### src/rtl/egress_stats.sv
// egress_stats: per-flow (src,dest) packet/length/latency statistics with
// a RAM-backed counter set, a 16-cycle clear walk and a 2-cycle read port.
// Ports: clk, reset (sync, active-high); meta_valid/meta_in record input
// (dest[31:30] src[29:28] len[27:22] t_delta[21:0]); clear pulse;
// chipselect/read/address software read; readdata/readdatavalid; busy.
// Optional feature macro: EGRESS_STATS_LATMAX_EN (stores lat_max field).
module egress_stats #(
    parameter int PORT_CNT  = 4,
    parameter int CNT_WIDTH = 32
) (
    input  logic        clk,
    input  logic        reset,
    input  logic        meta_valid,
    input  logic [31:0] meta_in,
    input  logic        clear,
    input  logic        chipselect,
    input  logic        read,
    input  logic [6:0]  address,
    output logic [31:0] readdata,
    output logic        readdatavalid,
    output logic        busy
);

    localparam int ENTRIES = PORT_CNT * PORT_CNT;
    localparam int IDX_W   = $clog2(ENTRIES);
    localparam int CW      = CNT_WIDTH;
`ifdef EGRESS_STATS_LATMAX_EN
    localparam int FIELDS  = 4;
`else
    localparam int FIELDS  = 3;
`endif
    localparam int ENT_W   = FIELDS * CW;

    typedef logic [CW-1:0]    cnt_t;
    typedef logic [ENT_W-1:0] ent_t;
    typedef logic [IDX_W-1:0] idx_t;
    typedef enum logic {ST_CLEAR, ST_RUN} state_t;

    function automatic cnt_t sat_add(input cnt_t a, input cnt_t b);
        logic [CW:0] s;
        s = {1'b0, a} + {1'b0, b};
        return s[CW] ? '1 : s[CW-1:0];
    endfunction

    state_t     state_q, state_d;
    idx_t       clr_idx_q, clr_idx_d;
    ent_t       ram_q [ENTRIES];
    ent_t       rd_data_q, rd_data_d;
    logic       s1_valid_q, s1_valid_d;
    idx_t       s1_idx_q, s1_idx_d;
    cnt_t       s1_len_q, s1_len_d;
    cnt_t       s1_td_q, s1_td_d;
    logic       fwd_valid_q, fwd_valid_d;
    ent_t       fwd_data_q, fwd_data_d;
    cnt_t       total_q, total_d;
    cnt_t       dropped_q, dropped_d;
    logic       pend_q, pend_d;
    logic [6:0] pend_addr_q, pend_addr_d;
    logic       sw_q, sw_d;
    logic       sw_glob_q, sw_glob_d;
    logic [1:0] sw_fld_q, sw_fld_d;
    cnt_t       glob_q, glob_d;
    logic [31:0] readdata_q, readdata_d;
    logic       rdv_q, rdv_d;

    logic       run, first, s0_acc, s1_we, sw_want, sw_issue;
    idx_t       s0_idx, rd_addr;
    logic [6:0] sw_addr;
    ent_t       base, s1_res;
    cnt_t       field, dbase;
    logic       ram_we;
    idx_t       ram_waddr;
    ent_t       ram_wdata;

    always_comb begin
        run    = (state_q == ST_RUN);
        first  = !run && (clr_idx_q == '0);
        s0_acc = meta_valid && run;
        s0_idx = idx_t'({meta_in[29:28], meta_in[31:30]});
        // A clear landing on an S1 record drops that write.
        s1_we  = s1_valid_q && run && !clear;

        // Previous record to the same entry wrote after our RAM read.
        base = fwd_valid_q ? fwd_data_q : rd_data_q;
        s1_res = '0;
        s1_res[0+:CW]    = sat_add(base[0+:CW], cnt_t'(1));
        s1_res[CW+:CW]   = sat_add(base[CW+:CW], s1_len_q);
        s1_res[2*CW+:CW] = sat_add(base[2*CW+:CW], s1_td_q);
`ifdef EGRESS_STATS_LATMAX_EN
        s1_res[3*CW+:CW] = (s1_td_q > base[3*CW+:CW]) ?
                           s1_td_q : base[3*CW+:CW];
`endif

        // One software read outstanding; records own the read port.
        sw_want  = pend_q || (chipselect && read && !sw_q);
        sw_addr  = pend_q ? pend_addr_q : address;
        sw_issue = sw_want && run && !s0_acc;
        pend_d      = sw_want && !sw_issue;
        pend_addr_d = sw_addr;
        sw_d        = sw_issue;
        sw_glob_d   = sw_issue ? sw_addr[6] : sw_glob_q;
        sw_fld_d    = sw_issue ? sw_addr[1:0] : sw_fld_q;
        glob_d      = sw_addr[0] ? dropped_q : total_q;

        rd_addr   = s0_acc ? s0_idx : sw_addr[2+:IDX_W];
        rd_data_d = ram_q[rd_addr];

        s1_valid_d  = s0_acc;
        s1_idx_d    = s0_acc ? s0_idx : s1_idx_q;
        s1_len_d    = s0_acc ? cnt_t'(meta_in[27:22]) : s1_len_q;
        s1_td_d     = s0_acc ? cnt_t'(meta_in[21:0]) : s1_td_q;
        fwd_valid_d = s0_acc && s1_we && (s1_idx_q == s0_idx);
        fwd_data_d  = s1_res;

        total_d = first ? '0 :
                  (s1_we ? sat_add(total_q, cnt_t'(1)) : total_q);
        dbase     = first ? '0 : dropped_q;
        dropped_d = (meta_valid && !run) ?
                    sat_add(dbase, cnt_t'(1)) : dbase;

        field = '0;
        if (sw_glob_q) begin
            field = glob_q;
        end else begin
            case (sw_fld_q)
                2'd0: field = rd_data_q[0+:CW];
                2'd1: field = rd_data_q[CW+:CW];
                2'd2: field = rd_data_q[2*CW+:CW];
`ifdef EGRESS_STATS_LATMAX_EN
                2'd3: field = rd_data_q[3*CW+:CW];
`endif
                default: field = '0;
            endcase
        end
        rdv_d      = sw_q;
        readdata_d = sw_q ? 32'(field) : readdata_q;
    end

    always_comb begin
        state_d   = state_q;
        clr_idx_d = clr_idx_q;
        ram_we    = 1'b0;
        ram_waddr = s1_idx_q;
        ram_wdata = s1_res;
        case (state_q)
            ST_CLEAR: begin
                ram_we    = 1'b1;
                ram_waddr = clr_idx_q;
                ram_wdata = '0;
                if (clear) begin
                    clr_idx_d = '0;
                end else if (clr_idx_q == idx_t'(ENTRIES - 1)) begin
                    state_d   = ST_RUN;
                    clr_idx_d = '0;
                end else begin
                    clr_idx_d = clr_idx_q + idx_t'(1);
                end
            end
            default: begin
                ram_we = s1_we;
                if (clear) begin
                    state_d   = ST_CLEAR;
                    clr_idx_d = '0;
                end
            end
        endcase
    end

    always_ff @(posedge clk) begin
        if (ram_we) ram_q[ram_waddr] <= ram_wdata;
        rd_data_q <= rd_data_d;
    end

    always_ff @(posedge clk) begin
        if (reset) begin
            state_q     <= ST_CLEAR;
            clr_idx_q   <= '0;
            s1_valid_q  <= 1'b0;
            s1_idx_q    <= '0;
            s1_len_q    <= '0;
            s1_td_q     <= '0;
            fwd_valid_q <= 1'b0;
            fwd_data_q  <= '0;
            total_q     <= '0;
            dropped_q   <= '0;
            pend_q      <= 1'b0;
            pend_addr_q <= '0;
            sw_q        <= 1'b0;
            sw_glob_q   <= 1'b0;
            sw_fld_q    <= '0;
            glob_q      <= '0;
            readdata_q  <= '0;
            rdv_q       <= 1'b0;
        end else begin
            state_q     <= state_d;
            clr_idx_q   <= clr_idx_d;
            s1_valid_q  <= s1_valid_d;
            s1_idx_q    <= s1_idx_d;
            s1_len_q    <= s1_len_d;
            s1_td_q     <= s1_td_d;
            fwd_valid_q <= fwd_valid_d;
            fwd_data_q  <= fwd_data_d;
            total_q     <= total_d;
            dropped_q   <= dropped_d;
            pend_q      <= pend_d;
            pend_addr_q <= pend_addr_d;
            sw_q        <= sw_d;
            sw_glob_q   <= sw_glob_d;
            sw_fld_q    <= sw_fld_d;
            glob_q      <= glob_d;
            readdata_q  <= readdata_d;
            rdv_q       <= rdv_d;
        end
    end

    assign readdata      = readdata_q;
    assign readdatavalid = rdv_q;
    assign busy          = (state_q == ST_CLEAR);

endmodule

### config.mk
export PLATFORM = sky130hd
export DESIGN_NAME = egress_stats
export DESIGN_NICKNAME = d
export VERILOG_FILES = /design/src/rtl/egress_stats.sv
export SDC_FILE = /design/constraint.sdc
export NUM_CORES = 2
export LEC_CHECK = 0
export BUFFER_PORTS_ARGS = -buffer_cell sky130_fd_sc_hd__buf_2
export CAP_MARGIN = 15
export CORE_UTILIZATION = 50
export DETAILED_ROUTE_END_ITERATION = 8
export PLACE_DENSITY = 0.72
export REMOVE_ABC_BUFFERS = 1
export SLEW_MARGIN = 30
export SYNTH_ARGS = -nofsm -noshare
export SYNTH_HDL_FRONTEND = slang
export SYNTH_SLANG_ARGS = --single-unit
### constraint.sdc
create_clock -name clk -period 9.6 [get_ports clk]
set_input_delay 0.48 -clock clk [delete_from_list [all_inputs] [get_ports clk]]
set_output_delay 0.48 -clock clk [all_outputs]
set_load 0.05 [all_outputs]
==> impl_metrics.toml <==
[global_routing]
grt.total_usage_pct = 24.2
grt-ovfl-total = 0
antenna_found_initial = 4
grtUsageMet1_pct = 34.3
grt_busiest_layer = "met2"
grt_max_degree = 128
met2_usage_pct = 38.6
grt_pass1_wl_um = 270000
grt_pass1_vias = 41100
met3_usage_pct = 4.17

[setup_path]
arrival_ns = 6.33
cp.required_ns = 10.08
crit_chain = "buf_4 > buf_4 > mux2_2 > o21ai_1 > or4_1 > nor2b_1 > and2_2 > nor2_1 > nor2_1"
crit_path_end = "ram_q[0][18]$_DFFE_PP_"
cp-startpoint = "fwd_valid_q$_SDFF_PP0_"
end_kind = "flop"
reg2reg_from = "fwd_valid_q$_SDFF_PP0_"
cpPeakStageDelay_ns = 0.87
timing.rr.end = "ram_q[0][18]$_DFFE_PP_"
worstSetupPathType = "flop to flop"
ff2ff_setup_slack_ns = 3.75
worstPathMaxFanout = 70
start_kind = "flop"
critical-path-slowest-cell = "and2_2"
r2r_cells = 9

[floorplan]
core_area_um2 = 150000
dieHeight_um = 391
io_pins = 79
rows = 142
die_x_um = 391
start_util_pct = 50.5
dieArea_um2 = 153000

[synthesis]
ys_seq_elements = 1908
synthCells = 4515
avgSynthCellArea_um2 = 16.8
synth_cell_types = 77
ys_seq_area_share_pct = 70.8
synth_edf_count = 1536
yosysWarnings = 0
synth.cell_area_um2 = 75700
async_reset_ff_share_pct = 0
ys.flop_type = "edfxtp_1"

[placed_design]
dp_hpwl_um = 97100
finalWeightedCongestion = 0.870
dp.cells = 6406
portBuffers = 78
placed_area_um2 = 78400

[detailed_routing]
detail_route.iter0.violations = 4658
wl_per_cell_um = 27.2
vias_per_cell = 6.13
ant_nets = 0
dr_total_vias = 41700
route.detailed.drc = 0
drt_first_pass_iters = 5
wl_um = 185000

[clock_tree]
cts.sinks = 1908
cts_root_buffer = "clkbuf_16"
cts_max_path_buffers = 3
htreeDepth = 4
clk_transition_reported_paths_ns = 0.06
cts_made_buffers = 187
cts_tree = "done"
postCtsSetupBuffers = 0
clk_latency_ns = 0.82

[sta]
worst_pin_slew_ns = 1.04
rsz0062_at_grt = "no"
period_share_pct = 60.9
drv_slew = 0
setup_violations = 0
fin_skew_ns = 0.0332
hold_viol = 0
fmax_mhz = 171
fin_crit_ns = 5.85
max_slew_margin_pct = 30.7

[final_layout]
fin_cells = 6802
fin_nets = 4697
drive_gt1_share_pct = 19.7
synthToLayoutAreaGrowth_pct = 12.4
final_util_pct = 56.7
finalInstanceArea_um2 = 85100

[power]
ir_worst_vdd_mv = 0.209
power.total_w = 0.0177
powerDensity_nw_per_um2 = 208
power.leakage_nw = 29.2

[status]
status = "finished, final reports clean"

[job]
maxCapViolCount = 0

[min_path]
hp-class = "primary input to flop"
hold_depth = 3
[per-stage QoR]
step | TNS [ns] | hold WS (ns) | setup slack (ns)
2_1_floorplan | -2383.48 | 0.434 | -24.83
3_3_place_gp | 0 | 0.458 | 4.13
3_5_place_dp | 0 | 0.461 | 3.93
4_1_cts | 0 | 0.000122 | 3.95
5_1_grt | 0 | 0.0225 | 3.62
6_report | 0 | 0.0449 | 3.75
[cell type report]
| type | instances | area [um2] |
|---|---|---|
| clock inverters | 90 | 933 |
| clock buffers | 265 | 5180 |
| fillers | 11300 | 64900 |
| inverters | 21 | 81.3 |
| flip-flops and latches | 1908 | 53600 |
| repair buffers | 180 | 1480 |
| diodes | 3 | 7.51 |
| multi-input cells | 2319 | 21300 |
| well taps | 2016 | 2520 |
[report_power, final]
part	switching, W	internal [W]
Sequential	0.000147	0.00900
Combinational	0.000752	0.000532
Clock	0.00314	0.00409
Total	0.00403	0.0136
[synth_stat cells, types with 3 or more instances]
library cell | n | share of area [%]
edfxtp_1 | 1536 | 61
mux4_2 | 384 | 11
dfxtp_1 | 372 | 9.8
a21oi_1 | 361 | 2.4
nor2_1 | 260 | 1.3
nand2_1 | 259 | 1.3
mux2i_1 | 222 | 2.9
clkbuf_1 | 179 | 0.89
nor2b_1 | 120 | 0.99
a211oi_1 | 110 | 1.1
o21ai_0 | 66 | 0.44
xor2_1 | 64 | 0.74
buf_2 | 63 | 0.42
xnor2_1 | 55 | 0.64
nand3_1 | 49 | 0.32
mux2_2 | 47 | 0.70
nor3_1 | 43 | 0.28
ha_1 | 33 | 0.55
and2_1 | 23 | 0.19
nand4_1 | 23 | 0.19
inv_1 | 20 | 0.099
and3_1 | 19 | 0.16
a31oi_1 | 16 | 0.13
and4_1 | 15 | 0.17
buf_1 | 14 | 0.069
nor4_1 | 14 | 0.12
a21o_1 | 12 | 0.12
or3_1 | 10 | 0.083
nand2b_1 | 8 | 0.066
a311oi_1 | 7 | 0.081
a32oi_1 | 7 | 0.081
nand3b_1 | 7 | 0.069
nor3b_1 | 7 | 0.069
and3b_1 | 6 | 0.069
buf_6 | 6 | 0.089
o211ai_1 | 6 | 0.060
o21a_1 | 6 | 0.060
o21ai_1 | 5 | 0.033
buf_4 | 4 | 0.040
o21ba_2 | 4 | 0.053
a32o_1 | 3 | 0.040
o21bai_1 | 3 | 0.030
o31ai_1 | 3 | 0.030
or2_1 | 3 | 0.025
[state kept, by name, summed over array words and instances, names as in the netlist]
name	count
s1_valid_q	1
s1_len_q	6
s1_idx_q	4
run	1
clr_idx_q	4
rdv_d	1
pend_q	1
pend_addr_q	7
s1_td_q	22
readdata	32
dropped_q	32
fwd_valid_q	1
readdatavalid	1
ram_q	1536
rd_data_q	96
fwd_data_q	96
total_q	32
glob_q	32
sw_glob_q	1
sw_fld_q	2
[cells by family (layout without fill, tap and decap cells)]
family                     Yosys count  in the layout  share of synthesized area, %
other                                0              3                             0
and+or+nand+nor                    880            880                          5.60
xor gates and xnor gates           119            119                          1.38
AOI/OAI and AO/OA                  631            631                          4.95
adders and majority gates           35             35                         0.598
DFF                               1908           1908                          70.8
buffers and inverters              288            556                          1.63
muxes                              654            654                          15.1
[critical path: cells and delay by family (launching register included)]
kind,cells,cell delay [ns]
multiplexers,1,0.33
AO/OA/AOI/OAI,1,0.16
buffers and inverters,2,1.44
AND/OR/NAND/NOR,5,2.82
flip-flops,1,0.54
[cells in the final DEF (no fill, tap or decap), types with 20 or more instances in the layout]
master,n
edfxtp_1,1536
mux4_2,384
dfxtp_1,369
a21oi_1,326
nand2_1,257
nor2_1,238
mux2i_1,221
clkbuf_16,188
nor2b_1,119
a211oi_1,110
buf_2,78
o21ai_0,65
xor2_1,64
clkbuf_1,58
xnor2_1,55
nand3_1,48
mux2_2,47
buf_4,45
nor3_1,41
a21oi_2,36
dlygate4sd3_1,36
ha_1,33
clkinv_2,28
clkinv_1,27
nand4_1,23
and2_1,22
clkbuf_8,20
[routing by layer]
metal,vias to the layer above,share of wire (%)
li1,17900,-
met1,21600,41
met2,1904,47
met3,303,8.8
met4,6,2.6
met5,-,0.015
[worst min path at each step]
stage,from,endpoint
2_1_floorplan,dropped_q[0]$_SDFF_PP0_,glob_q[0]$_SDFF_PP0_
3_5_place_dp,s1_len_q[2]$_SDFFE_PP0P_,s1_len_q[2]$_SDFFE_PP0P_
3_3_place_gp,s1_td_q[18]$_SDFFE_PP0P_,s1_td_q[18]$_SDFFE_PP0P_
4_1_cts,meta_in[18],s1_td_q[18]$_SDFFE_PP0P_
6_report,address[6],pend_addr_q[6]$_SDFF_PP0_
5_1_grt,meta_in[18],s1_td_q[18]$_SDFFE_PP0P_
[what timing repair did]
item                      CTS  global route
hold endpoints to repair   39             0
gates resized for setup     0             0
hold buffers               36             0
(Power assumes the default switching activity.)
